<file path="src/rtl/regfile_writeback_unit.sv">
// ---------------------------------------------------------------------------
// regfile_writeback_unit
//
// Writer side of the register file write port. Accepts writeback requests
// from the ALU and the load unit, arbitrates them (load wins), and buffers
// them in a small in-order FIFO. One entry per cycle drains into the register
// file through the registered wb_* outputs. A pending-rd scoreboard tells the
// hazard unit which destinations still have a write outstanding.
//
// Optional feature (macro REGFILE_WB_BYPASS_EN):
//   When defined, rs1/rs2 are looked up against the FIFO contents and the
//   active wb output, and fwdN_hit/fwdN_data return the youngest match.
//   When undefined, fwdN_hit and fwdN_data are tied to zero.
//
// Ports:
//   clk, reset            clock; synchronous active-high reset
//   alu_valid/ready/rd/data   ALU writeback request channel
//   ld_valid/ready/rd/data    load-unit writeback request channel
//   wb_hold               register file port busy; no drain this cycle
//   wb_we/wb_rd/wb_data   register file write port (RegWrite/rd/WriteData)
//   pending               bit r set while a write to r is outstanding
//   count/full/empty      FIFO occupancy and status
//   rs1, rs2              bypass lookup addresses
//   fwd1_hit/fwd1_data, fwd2_hit/fwd2_data   bypass results
//
// Handshake: a request transfers on a rising edge where valid and ready are
// both high. Readies depend only on the registered occupancy, so a slot freed
// by a same-cycle drain is not offered until the following cycle.
// ---------------------------------------------------------------------------
module regfile_writeback_unit #(
    parameter int XLEN  = 64,
    parameter int DEPTH = 4,
    parameter int AW    = 5
) (
    input  logic                   clk,
    input  logic                   reset,
    input  logic                   alu_valid,
    output logic                   alu_ready,
    input  logic [AW-1:0]          alu_rd,
    input  logic [XLEN-1:0]        alu_data,
    input  logic                   ld_valid,
    output logic                   ld_ready,
    input  logic [AW-1:0]          ld_rd,
    input  logic [XLEN-1:0]        ld_data,
    input  logic                   wb_hold,
    output logic                   wb_we,
    output logic [AW-1:0]          wb_rd,
    output logic [XLEN-1:0]        wb_data,
    output logic [(2**AW)-1:0]     pending,
    output logic [$clog2(DEPTH):0] count,
    output logic                   full,
    output logic                   empty,
    input  logic [AW-1:0]          rs1,
    input  logic [AW-1:0]          rs2,
    output logic                   fwd1_hit,
    output logic [XLEN-1:0]        fwd1_data,
    output logic                   fwd2_hit,
    output logic [XLEN-1:0]        fwd2_data
);

    localparam int PW = $clog2(DEPTH);
    localparam int CW = PW + 1;

    // FIFO storage; validity is implied by rd_ptr_q/count_q, so no reset.
    logic [AW-1:0]   rd_mem_q   [DEPTH];
    logic [XLEN-1:0] data_mem_q [DEPTH];

    logic [PW-1:0]   wr_ptr_q, wr_ptr_d;
    logic [PW-1:0]   rd_ptr_q, rd_ptr_d;
    logic [CW-1:0]   count_q,  count_d;

    logic            wb_we_q;
    logic [AW-1:0]   wb_rd_q;
    logic [XLEN-1:0] wb_data_q;

    logic            full_c;
    logic            empty_c;
    logic            ld_fire;
    logic            alu_fire;
    logic            push;
    logic            pop;
    logic [AW-1:0]   push_rd;
    logic [XLEN-1:0] push_data;

    // ------------------------------------------------------------------
    // Arbitration, push/pop decisions and next-state pointers
    // ------------------------------------------------------------------
    always_comb begin
        full_c    = (count_q == CW'(DEPTH));
        empty_c   = (count_q == '0);
        ld_ready  = !full_c;
        alu_ready = !full_c && !ld_valid;
        ld_fire   = ld_valid && !full_c;
        alu_fire  = alu_valid && !full_c && !ld_valid;
        push_rd   = ld_fire ? ld_rd   : alu_rd;
        push_data = ld_fire ? ld_data : alu_data;
        // Writes to x0 complete the handshake but are discarded here.
        push      = (ld_fire || alu_fire) && (push_rd != '0);
        pop       = !empty_c && !wb_hold;

        wr_ptr_d  = push ? wr_ptr_q + PW'(1) : wr_ptr_q;
        rd_ptr_d  = pop  ? rd_ptr_q + PW'(1) : rd_ptr_q;

        count_d = count_q;
        case ({push, pop})
            2'b10:   count_d = count_q + CW'(1);
            2'b01:   count_d = count_q - CW'(1);
            default: count_d = count_q;
        endcase
    end

    // ------------------------------------------------------------------
    // Control state and registered write port
    // ------------------------------------------------------------------
    always_ff @(posedge clk) begin
        if (reset) begin
            wr_ptr_q  <= '0;
            rd_ptr_q  <= '0;
            count_q   <= '0;
            wb_we_q   <= 1'b0;
            wb_rd_q   <= '0;
            wb_data_q <= '0;
        end else begin
            wr_ptr_q <= wr_ptr_d;
            rd_ptr_q <= rd_ptr_d;
            count_q  <= count_d;
            wb_we_q  <= pop;
            // wb_rd/wb_data keep their last value when nothing drains.
            if (pop) begin
                wb_rd_q   <= rd_mem_q[rd_ptr_q];
                wb_data_q <= data_mem_q[rd_ptr_q];
            end
        end
    end

    always_ff @(posedge clk) begin
        if (!reset && push) begin
            rd_mem_q[wr_ptr_q]   <= push_rd;
            data_mem_q[wr_ptr_q] <= push_data;
        end
    end

    assign wb_we   = wb_we_q;
    assign wb_rd   = wb_rd_q;
    assign wb_data = wb_data_q;
    assign count   = count_q;
    assign full    = full_c;
    assign empty   = empty_c;

    // ------------------------------------------------------------------
    // Pending scoreboard: live FIFO entries plus the write on the port now.
    // ------------------------------------------------------------------
    always_comb begin
        pending = '0;
        for (int k = 0; k < DEPTH; k++) begin
            if (CW'(k) < count_q) begin
                pending[rd_mem_q[rd_ptr_q + PW'(k)]] = 1'b1;
            end
        end
        if (wb_we_q) begin
            pending[wb_rd_q] = 1'b1;
        end
        pending[0] = 1'b0;
    end

`ifdef REGFILE_WB_BYPASS_EN
    // Scan oldest to newest so the last match seen is the youngest value:
    // wb output first, then FIFO entries from head towards tail.
    function automatic logic [XLEN:0] lookup(input logic [AW-1:0] rs);
        logic            hit;
        logic [XLEN-1:0] data;
        hit  = 1'b0;
        data = '0;
        if (rs != '0) begin
            if (wb_we_q && (wb_rd_q == rs)) begin
                hit  = 1'b1;
                data = wb_data_q;
            end
            for (int k = 0; k < DEPTH; k++) begin
                if ((CW'(k) < count_q) && (rd_mem_q[rd_ptr_q + PW'(k)] == rs)) begin
                    hit  = 1'b1;
                    data = data_mem_q[rd_ptr_q + PW'(k)];
                end
            end
        end
        return {hit, data};
    endfunction

    assign {fwd1_hit, fwd1_data} = lookup(rs1);
    assign {fwd2_hit, fwd2_data} = lookup(rs2);
`else
    logic unused_rs;
    assign unused_rs = ^{rs1, rs2};
    assign fwd1_hit  = 1'b0;
    assign fwd1_data = '0;
    assign fwd2_hit  = 1'b0;
    assign fwd2_data = '0;
`endif

endmodule

</file>
<file path="config.mk">
export PLATFORM = sky130hd
export DESIGN_NAME = regfile_writeback_unit
export DESIGN_NICKNAME = d
export VERILOG_FILES = /design/src/rtl/regfile_writeback_unit.sv
export SDC_FILE = /design/constraint.sdc
export NUM_CORES = 1
export LEC_CHECK = 0
export ABC_AREA = 1
export BUFFER_PORTS_ARGS = -buffer_cell sky130_fd_sc_hd__buf_2
export CORE_ASPECT_RATIO = 1.25
export CORE_UTILIZATION = 49
export DETAILED_ROUTE_END_ITERATION = 8
export GPL_ROUTABILITY_DRIVEN = 0
export PLACE_DENSITY = 0.82
export SKIP_CTS_REPAIR_TIMING = 1
export SLEW_MARGIN = 20
export SYNTH_ARGS = -nofsm -noshare
export SYNTH_HDL_FRONTEND = slang
export SYNTH_SLANG_ARGS = --single-unit
</file>
<file path="constraint.sdc">
create_clock -name clk -period 5.8 [get_ports clk]
set_clock_uncertainty 0.2 [all_clocks]
set_input_delay 1.16 -clock clk [delete_from_list [all_inputs] [get_ports clk]]
set_output_delay 1.16 -clock clk [all_outputs]
set_load 0.05 [all_outputs]
</file>
### Yosys cells after proc, flatten, opt, wreduce, memory -nomap -nowiden

Memory sizes are Yosys's and may differ from the RTL's. A register that Yosys moved wholly into a read port is not among the register bits.
Index checks and enable logic that the tools add are counted.

| word-level totals | value |
|---|---|
| flip-flop bits (word level) | 13 |
| memory bits (writable) | 276 |
| output and inout port bits | 239 |
| bits of input ports | 153 |
| memories | 2 |

Memories:

| name | words | width | read ports | clocked after memory_dff | wr ports | line | RTL |
|---|---|---|---|---|---|---|---|
| data_mem_q | 4 | 64 | 1 | 1 | 1 | 66 | `logic [XLEN-1:0] data_mem_q [DEPTH];` |
| rd_mem_q | 4 | 5 | 4 | 1 | 1 | 65 | `logic [AW-1:0] rd_mem_q [DEPTH];` |

| operators by class | value |
|---|---|
| eq/ne operators | 3 |
| add/sub/neg operators | 6 |
| bitwise gates (word level) | 4 |
| magnitude comparators | 14 |
| reduce and logical (&&, ||, !) cells | 21 |
| muxes and demuxes | 22 |

Operator list:

| cell | number |
|---|---|
| $mux 32 | 5 |
| $or 32x32->32 | 4 |
| $mux 64 | 1 |
| $lt 5x6->1 const B | 5 |
| $demux 1 s5 | 5 |
| $ge 5x1->1 const B | 5 |
| $logic_and 1x1->1 | 12 |
| $mux 1 | 7 |
| $lt 1x3->1 const A | 2 |
| $lt 2x3->1 const A | 2 |
| $pmux 3 s2 | 1 |
| $logic_not 1->1 | 5 |
| $mux 5 | 1 |
| $reduce_bool 5->1 | 1 |
| $add 2x1->2 const B | 2 |
| $add 2x2->2 const B | 2 |
| $mux 2 | 2 |
| $add 3x1->3 const B | 1 |
| $eq 3x3->1 const B | 1 |
| $logic_not 3->1 | 1 |
| $sub 3x1->3 const B | 1 |
| $eq 2x1->1 const B | 1 |
| $eq 2x2->1 const B | 1 |
| $reduce_bool 2->1 | 1 |
| $logic_or 1x1->1 | 1 |

### Depth between registers and ports, before layout

Gate-level depths: netlist of the first run.
An unclocked memory read counts as a cell.

| logic depth | value |
|---|---|
| word-level depth | 14 |
| depth in mapped cells | 17 |
| mapped depth without buffers | 17 |

### Worst setup path before layout of the first run

Ideal clock, no wire load.

| timing | value |
|---|---|
| path type | register to register |
| start | reg count_q[0] (netlist: count[0]) |
| end | mem data_mem_q[0][0], enable pin |
| buffers on the path | 0 |
| required time | 5.104 ns |
| setup slack | 0.121 ns |
| stages on the path, launching flop included | 12 |
| arrival | 4.983 ns |
| cell sequence | dfxtp_1 inv_1 ha_1 nand2_2 nand2_1 nand2_1 nand2_1 nand3_1 nor2_1 nor2_2 nand2_1 nor2_1 |

| between the ends | value |
|---|---|
| word-level cells in the longest chain between the ends | 9 |
| elaborated cells between the ends (all ways) | 12 |
| those cells by class | eq/ne: 1; mux: 3; reduce/logical: 8 |

Ends and longest elaborated chain:

| element | line | RTL |
|---|---|---|
| start, declared | 70 | `logic [CW-1:0] count_q, count_d;` |
| start signal, assigned | 126 | `count_q <= count_d;` |
| $eq 3x3->1 * | 89 | `full_c = (count_q == CW'(DEPTH));` |
| $logic_not 1->1 * | n/a |  |
| named net ld_ready | 42 | `output logic ld_ready,` |
| $logic_and 1x1->1 (on tied branches) | 93, 94 |  |
| $mux 5 / $logic_and 1x1->1 (equally long branches) | 95, 94 |  |
| $reduce_bool 5->1 / $logic_or 1x1->1 (equally long branches) | 98 | `push = (ld_fire \|\| alu_fire) && (push_rd != '0);` |
| $logic_and 1x1->1 * | 98 |  |
| $logic_and 1x1->1 * | 137 | `if (!reset && push) begin` |
| $mux 1 * | 137 |  |
| $mux 1 (implied by the code) * | 139 | `data_mem_q[wr_ptr_q] <= push_data;` |
| end, declared | 66 |  |

Mark *: on every way through the listed nets, which the timed path passes. The rest lies on a longest branch.

### Worst setup path in the final report of the first run

| timing | value |
|---|---|
| start | reg rd_ptr_q[0] |
| end | out pending[25] |

| between the ends | value |
|---|---|
| word-level cells in the longest chain between the ends | 14 |
| elaborated cells between the ends (all ways) | 27 |
| those cells by class | add/sub: 3; order compare: 6; mux: 10; bitwise: 4; reduce/logical: 3; memory: 1 |

Ends and longest elaborated chain:

| element | line | RTL |
|---|---|---|
| start, declared | 69 | `logic [PW-1:0] rd_ptr_q, rd_ptr_d;` |
| start signal, assigned | 125 | `rd_ptr_q <= rd_ptr_d;` |
| $add 2x1->2 | 157 | `pending[rd_mem_q[rd_ptr_q + PW'(k)]] = 1'b1;` |
| $mem_v2 4x5 * | n/a |  |
| $lt 5x6->1 (implied by the code) / $ge 5x1->1 (equally long branches) | 157 |  |
| $logic_and 1x1->1 (implied by the code) | 157 |  |
| $mux 1 (implied by the code) | 157 |  |
| $demux 1 s5 | 157 |  |
| $or 32x32->32 (no source line) | n/a |  |
| $mux 32 | 156 | `if (CW'(k) < count_q) begin` |
| $or 32x32->32 (no source line) | n/a |  |
| $mux 32 | 156 |  |
| $or 32x32->32 (no source line) | n/a |  |
| $mux 32 * | 156 |  |
| $or 32x32->32 (no source line) | n/a |  |
| $mux 32 * | 160 | `if (wb_we_q) begin` |
| end, declared | 49 | `output logic [(2**AW)-1:0] pending,` |

Every way passes the cells marked *; elsewhere a longest branch is shown, timed or not.

==> results of run 1 <==
## logic make-up (layout without fill, tap and decap cells)
kind of cell,count (synthesis),after routing,synth area share [%]
AOI/OAI and AO/OA,253,253,9.30
xor gates and xnor gates,1,1,0.0519
adders and majority gates,9,9,0.667
buffers and inverters,276,392,9.73
DFF,355,355,58.5
muxes,64,64,4.27
other,1,134,0.0222
and+or+nand+nor,730,730,17.5
## layer usage
| metal | vias to the layer above | track usage (%) | share of wire [%] |
|---|---|---|---|
| met3 | 102 | 4.30 | 9.9 |
| met4 | 0 | 10.7 | 3.6 |
| met5 | - | 0 | 0 |
| met2 | 807 | 42.5 | 49 |
| li1 | 6039 | - | - |
| met1 | 6172 | 29.0 | 37 |
## power by group through the flow
stage	clock (W)	combinational, W	sequential, W
floorplan	0	0.00198	0.00392
CTS	0.00230	0.00327	0.00337
finish	0.00226	0.00330	0.00337
global route	0.00238	0.00352	0.00341
global placement	0	0.00317	0.00340
detailed placement	0	0.00325	0.00341
## registers in the layout, summed over array words and instances (netlist names), named ones only
register / flops
wb_we: 1
rd_ptr_q: 2
data_mem_q: 256
rd_mem_q: 20
wb_data: 64
count: 3
wr_ptr_q: 2
wb_rd: 5
## Yosys cell counts, drive strengths merged (36+ instances only)
cell type	number	area, sq um
nand3	107	566
a41oi	47	412
a21oi	50	250
clkbuf	36	135
nand2	410	1550
mux2	64	721
buf	173	1250
dfxtp	79	1580
nor2	198	751
inv	66	250
edfxtp	276	8290
o21ai	91	463
## layout make-up
type	count	area [sq um]
fill	2739	14700
sequential	355	9870
timing repair buffer	265	1410
multi-input combinational	1188	5910
clock inverter	16	194
clock buffer	44	940
tap	423	529
antenna	3	7.51
inverter	67	254
## critical path, stage by stage, from the launching register on
cell and delay, ns:
dfxtp_4 0.67, inv_4 0.23, nand2_1 0.15, nand2_2 0.22, o21ai_0 0.30, nand3_1 0.36
nor2_1 0.20, nor2_1 0.09, nand2_1 0.10, buf_2 0.27
## path summary, 6_finish.rpt
path | from | depth (start not counted) | endpoint
min reg2reg | data_mem_q[1][22]$_DFFE_PP_ | 2 | wb_data[22]$_SDFFE_PP0P_
max reg2reg | count[0]$_SDFFE_PP0P_ | 12 | data_mem_q[3][22]$_DFFE_PP_
min | data_mem_q[1][22]$_DFFE_PP_ | 2 | wb_data[22]$_SDFFE_PP0P_
max | rd_ptr_q[0]$_SDFFE_PP0P_ | 9 | pending[25]
## through the flow
stage	hold slack [ns]	setup WS [ns]
after floorplan	0.297	0.121
after detailed placement	0.326	1.84
after global placement	0.316	1.88
after global routing	0.361	1.12
after CTS	0.326	1.38
final	0.321	1.32
==> reports/summary.txt, run 1 <==
Net Sw Frac: 41.9%
max capacitance violation total: 0
most common cell after layout, fill and taps aside: nand2_1
run status: completed
ratio of total power to cell area: 467 nW/um^2
number of core rows: 75
required arrival time at the worst endpoint: 4.44 ns
Rel. slew slack: 32.6%
max frequency: 223 MHz
htree depth: 2
clock-pin slew reported for the worst setup and hold paths after clock tree synthesis: 0.07 ns
count of buffers from port buffering: 250
number of antenna violations at the first check in global routing: 1
post-synthesis area per instance: 9.99 sq um
slew at the pin with the worst max-slew slack: 1.00 ns
final hold vios: 0
CP Class: flop to output port
logic gate share of total power: 36.9%
Floorplan Core Area: 33,800 sq um
aggregate negative setup slack: 0 ns
I/O pins: 392
Design Area, Final: 19,100 sq um
cell count after placement: 2,298
Skew-Pair Late Insertion Delay: 0.51 ns
Root Buffer: clkbuf_16
CTS tree: done
part of the total power dissipated in the clock network: 25.4%
Area after DPL: 18,000 sq um
fin util: 56.6%
endpoint class of the critical path: output port
commonest register cell after synthesis: edfxtp_1
DRC errors left: 0
Synthesis Warnings: 0
share of power burned in registers: 37.7%
Total Routing Usage GR: 24.2%
non-filler instance count after layout: 2,361
worst path arrival time: 3.12 ns
total power: 0.00893 W
average routed wire per standard cell: 18.3 um
total of flip-flops plus latches after synthesis: 355
share of layout cells above drive strength 1: 21.2%
time the final worst path needs with I/O delays and setup: 4.48 ns
post-DR vias/cell: 5.56
Leak: 7.77 nW
CTS buffer count: 34
number of clock sinks: 355
DR vias: 13,120
setup violation total in the final timing report: 0
maximum number of pins on one net before global-route repair: 81
commonest cells after routing, fill and taps aside: 405 x nand2_1, 276 x edfxtp_1, 250 x buf_2
RSZ-0062 raised after global routing: false
Seq/Total Area, Yosys: 58.5%
worst-case register-to-register setup slack: 2.15 ns
Post-DP HPWL: 26.5 mm
via count of the first global-routing pass: 12,694
Syn Std Cell Area: 16,900 sq um
first-pass iteration count of the detailed router: 6
remaining antenna violation count: 0
share of async-settable or async-resettable flops after synthesis: 0%
number of synthesized flops with an enable pin: 276
first-pass GRT wire length: 66.6 mm
share of the clock period used by the worst path: 77.2%
Pins Over Slew Limit: 0
Area growth, synth to finish: 13.3%
Final #Nets: 2,073
maximum clock insertion buffer count: 3
chip height: 210 um
Internal Power: 0.00519 W
hold crit path type: flop to flop
Detailed Route Iter0 Violations: 1,288
GRT Residual Overflow: 0
Post-Synthesis Cells: 1,689
crit path max fanout: 44
width of the die: 168 um
starting density of the core: 50.0%
total die area: 35,200 sq um
nature of the critical path startpoint: flop
total wire length: 43.3 mm
number of library cell types mapped by synthesis: 33
Worst IR Drop VDD: 0.336 mV
switching power summed over all nets: 0.00374 W
(Power assumes the default switching activity.)
==> run 2, diff against run 1 <==
clock period = 3.65 ns   (was 5.8 ns; I/O delays follow)
==> run 2 against run 1 <==
Net effect: cell count increased by 0.42%; setup slack got worse by 1.2 ns; sequential share of layout area decreased by 0.47 points; core utilization increased by 0.54 points; critical endpoint is now pending[27]; flip-flop and latch count unchanged; via count decreased by 0.15%.
==> reports/summary.txt, run 2 (synthesis gave the netlist of run 1 again) <==
Most flops, register: data_mem_q
number of clock sinks: 355
number of antenna violations at the first check in global routing: 0
Root Buffer: clkbuf_16
share of power burned in registers: 37.4%
I/O pins: 392
non-filler instance count after layout: 2,371
required arrival time at the worst endpoint: 2.72 ns
Hold Startpoint: reset
width of the die: 168 um
setup violation total in the final timing report: 0
Design Area, Final: 19,300 sq um
final hold vios: 0
via count of the first global-routing pass: 12,693
average routed wire per standard cell: 18.2 um
Area after DPL: 18,100 sq um
maximum number of pins on one net before global-route repair: 92
post-DR vias/cell: 5.53
Floorplan Core Area: 33,800 sq um
flip-flop count of the largest register after layout: 256
GRT Residual Overflow: 0
RSZ-0062 raised after global routing: true
hold crit path type: input pin to flop
number of core rows: 75
count of buffers from port buffering: 250
endpoint class of the critical path: output port
DRC errors left: 0
commonest cells after routing, fill and taps aside: 405 x nand2_1, 276 x edfxtp_1, 250 x buf_2
crit path max fanout: 8
cell count after placement: 2,308
switching power summed over all nets: 0.00596 W
maximum clock insertion buffer count: 3
Rel. slew slack: 37.1%
worst flop-to-flop path startpoint: count[1]$_SDFFE_PP0P_
aggregate negative setup slack: 0 ns
slew at the pin with the worst max-slew slack: 0.937 ns
ratio of total power to cell area: 736 nW/um^2
count of antenna diodes in the layout: 0
share of layout cells above drive strength 1: 22.2%
CTS tree: done
part of the total power dissipated in the clock network: 24.7%
Detailed Route Iter0 Violations: 1,289
CP Class: flop to output port
run status: completed
Internal Power: 0.00826 W
starting density of the core: 50.0%
first-pass iteration count of the detailed router: 6
first-pass GRT wire length: 66.2 mm
chip height: 210 um
worst path arrival time: 2.62 ns
remaining antenna violation count: 0
Worst IR Drop VDD: 0.436 mV
most common cell after layout, fill and taps aside: nand2_1
total wire length: 43.1 mm
Hold EP: wb_we$_SDFF_PP0_
max frequency: 281 MHz
Area growth, synth to finish: 14.4%
htree depth: 2
CTS buffer count: 34
clock-pin slew reported for the worst setup and hold paths after clock tree synthesis: 0.07 ns
worst-case register-to-register setup slack: 0.54 ns
max capacitance violation total: 0
Pins Over Slew Limit: 0
DR vias: 13,100
time the final worst path needs with I/O delays and setup: 3.55 ns
Net Sw Frac: 41.9%
Worst Hold Depth: 2
capture point of the worst reg-to-reg path: data_mem_q[1][43]$_DFFE_PP_
number of cells on the worst reg-to-reg path: 13
Post-DP HPWL: 26.9 mm
share of the clock period used by the worst path: 97.4%
logic gate share of total power: 37.9%
Skew-Pair Late Insertion Delay: 0.53 ns
nature of the critical path startpoint: flop
total die area: 35,200 sq um
Total Routing Usage GR: 24.3%
Leak: 7.85 nW
Final #Nets: 2,084
-- run 2: cell types whose count changed in the layout (fill, tap and decap cells not counted), sizes merged --
cell,delta
inv,-2
bufinv,-2
diode,-3
clkbuf,+6
buf,+11
-- run 2: metrics by stage --
| step | hold slack (ns) | worst slack, ns | util, % | power [W] |
|---|---|---|---|---|
| after floorplan | 0.297 | 0.0606 | - | 0.00937 |
| after global placement | 0.313 | 0.489 | 53.6 | 0.0105 |
| after detailed placement | 0.324 | 0.442 | 53.6 | 0.0107 |
| after CTS | 0.230 | -0.0976 | 57.0 | 0.0142 |
| after global routing | 0.244 | -0.0115 | 57.1 | 0.0149 |
| final | 0.250 | 0.0959 | 57.1 | 0.0142 |
-- run 2: how the worst max path moves through the flow --
stage                                   from                    endpoint  slack (ns)  cells after the start
floorplan              count[0]$_SDFFE_PP0P_  data_mem_q[0][0]$_DFFE_PP_        0.06                     11
global placement    rd_ptr_q[0]$_SDFFE_PP0P_                 pending[25]        0.49                      9
global route                            flop                 pending[10]       -0.01                     10
finish                 count[0]$_SDFFE_PP0P_                 pending[27]         0.1                      7
CTS                 rd_ptr_q[0]$_SDFFE_PP0P_                  pending[1]        -0.1                      9
detailed placement  rd_ptr_q[0]$_SDFFE_PP0P_                  pending[1]        0.44                      9
-- run 2: routing by layer --
| metal | track usage [%] | vias up | share of wire (%) |
|---|---|---|---|
| met5 | 0 | - | 0 |
| met4 | 12.1 | 0 | 3.9 |
| met3 | 3.96 | 121 | 8.9 |
| met2 | 42.9 | 793 | 51 |
| met1 | 28.6 | 6131 | 36 |
| li1 | - | 6055 | - |
-- run 2: layout make-up --
cell class / count / area (sq um)
Clock buffer: 50 / 992
Clock inverter: 12 / 139
Fill cell: 2729 / 14500
Inverter: 67 / 263
Multi-Input combinational cell: 1188 / 5950
Sequential cell: 355 / 9880
Tap cell: 423 / 529
Timing Repair Buffer: 276 / 1550
-- run 2: power groups by stage --
stage | combinational, W | clock [W] | sequential (W)
after floorplan | 0.00316 | 0 | 0.00620
after global placement | 0.00515 | 0 | 0.00537
after detailed placement | 0.00527 | 0 | 0.00539
after CTS | 0.00529 | 0.00357 | 0.00532
after global routing | 0.00578 | 0.00372 | 0.00537
final | 0.00539 | 0.00351 | 0.00532
-- run 2: worst max-delay path, stage by stage (launching register included) --
cell and delay, ns:
dfxtp_2 0.38, inv_1 0.11, o21ai_0 0.49, nand3_1 0.46, nor2_1 0.21, nor2_1 0.06
nand3_1 0.11, buf_2 0.28
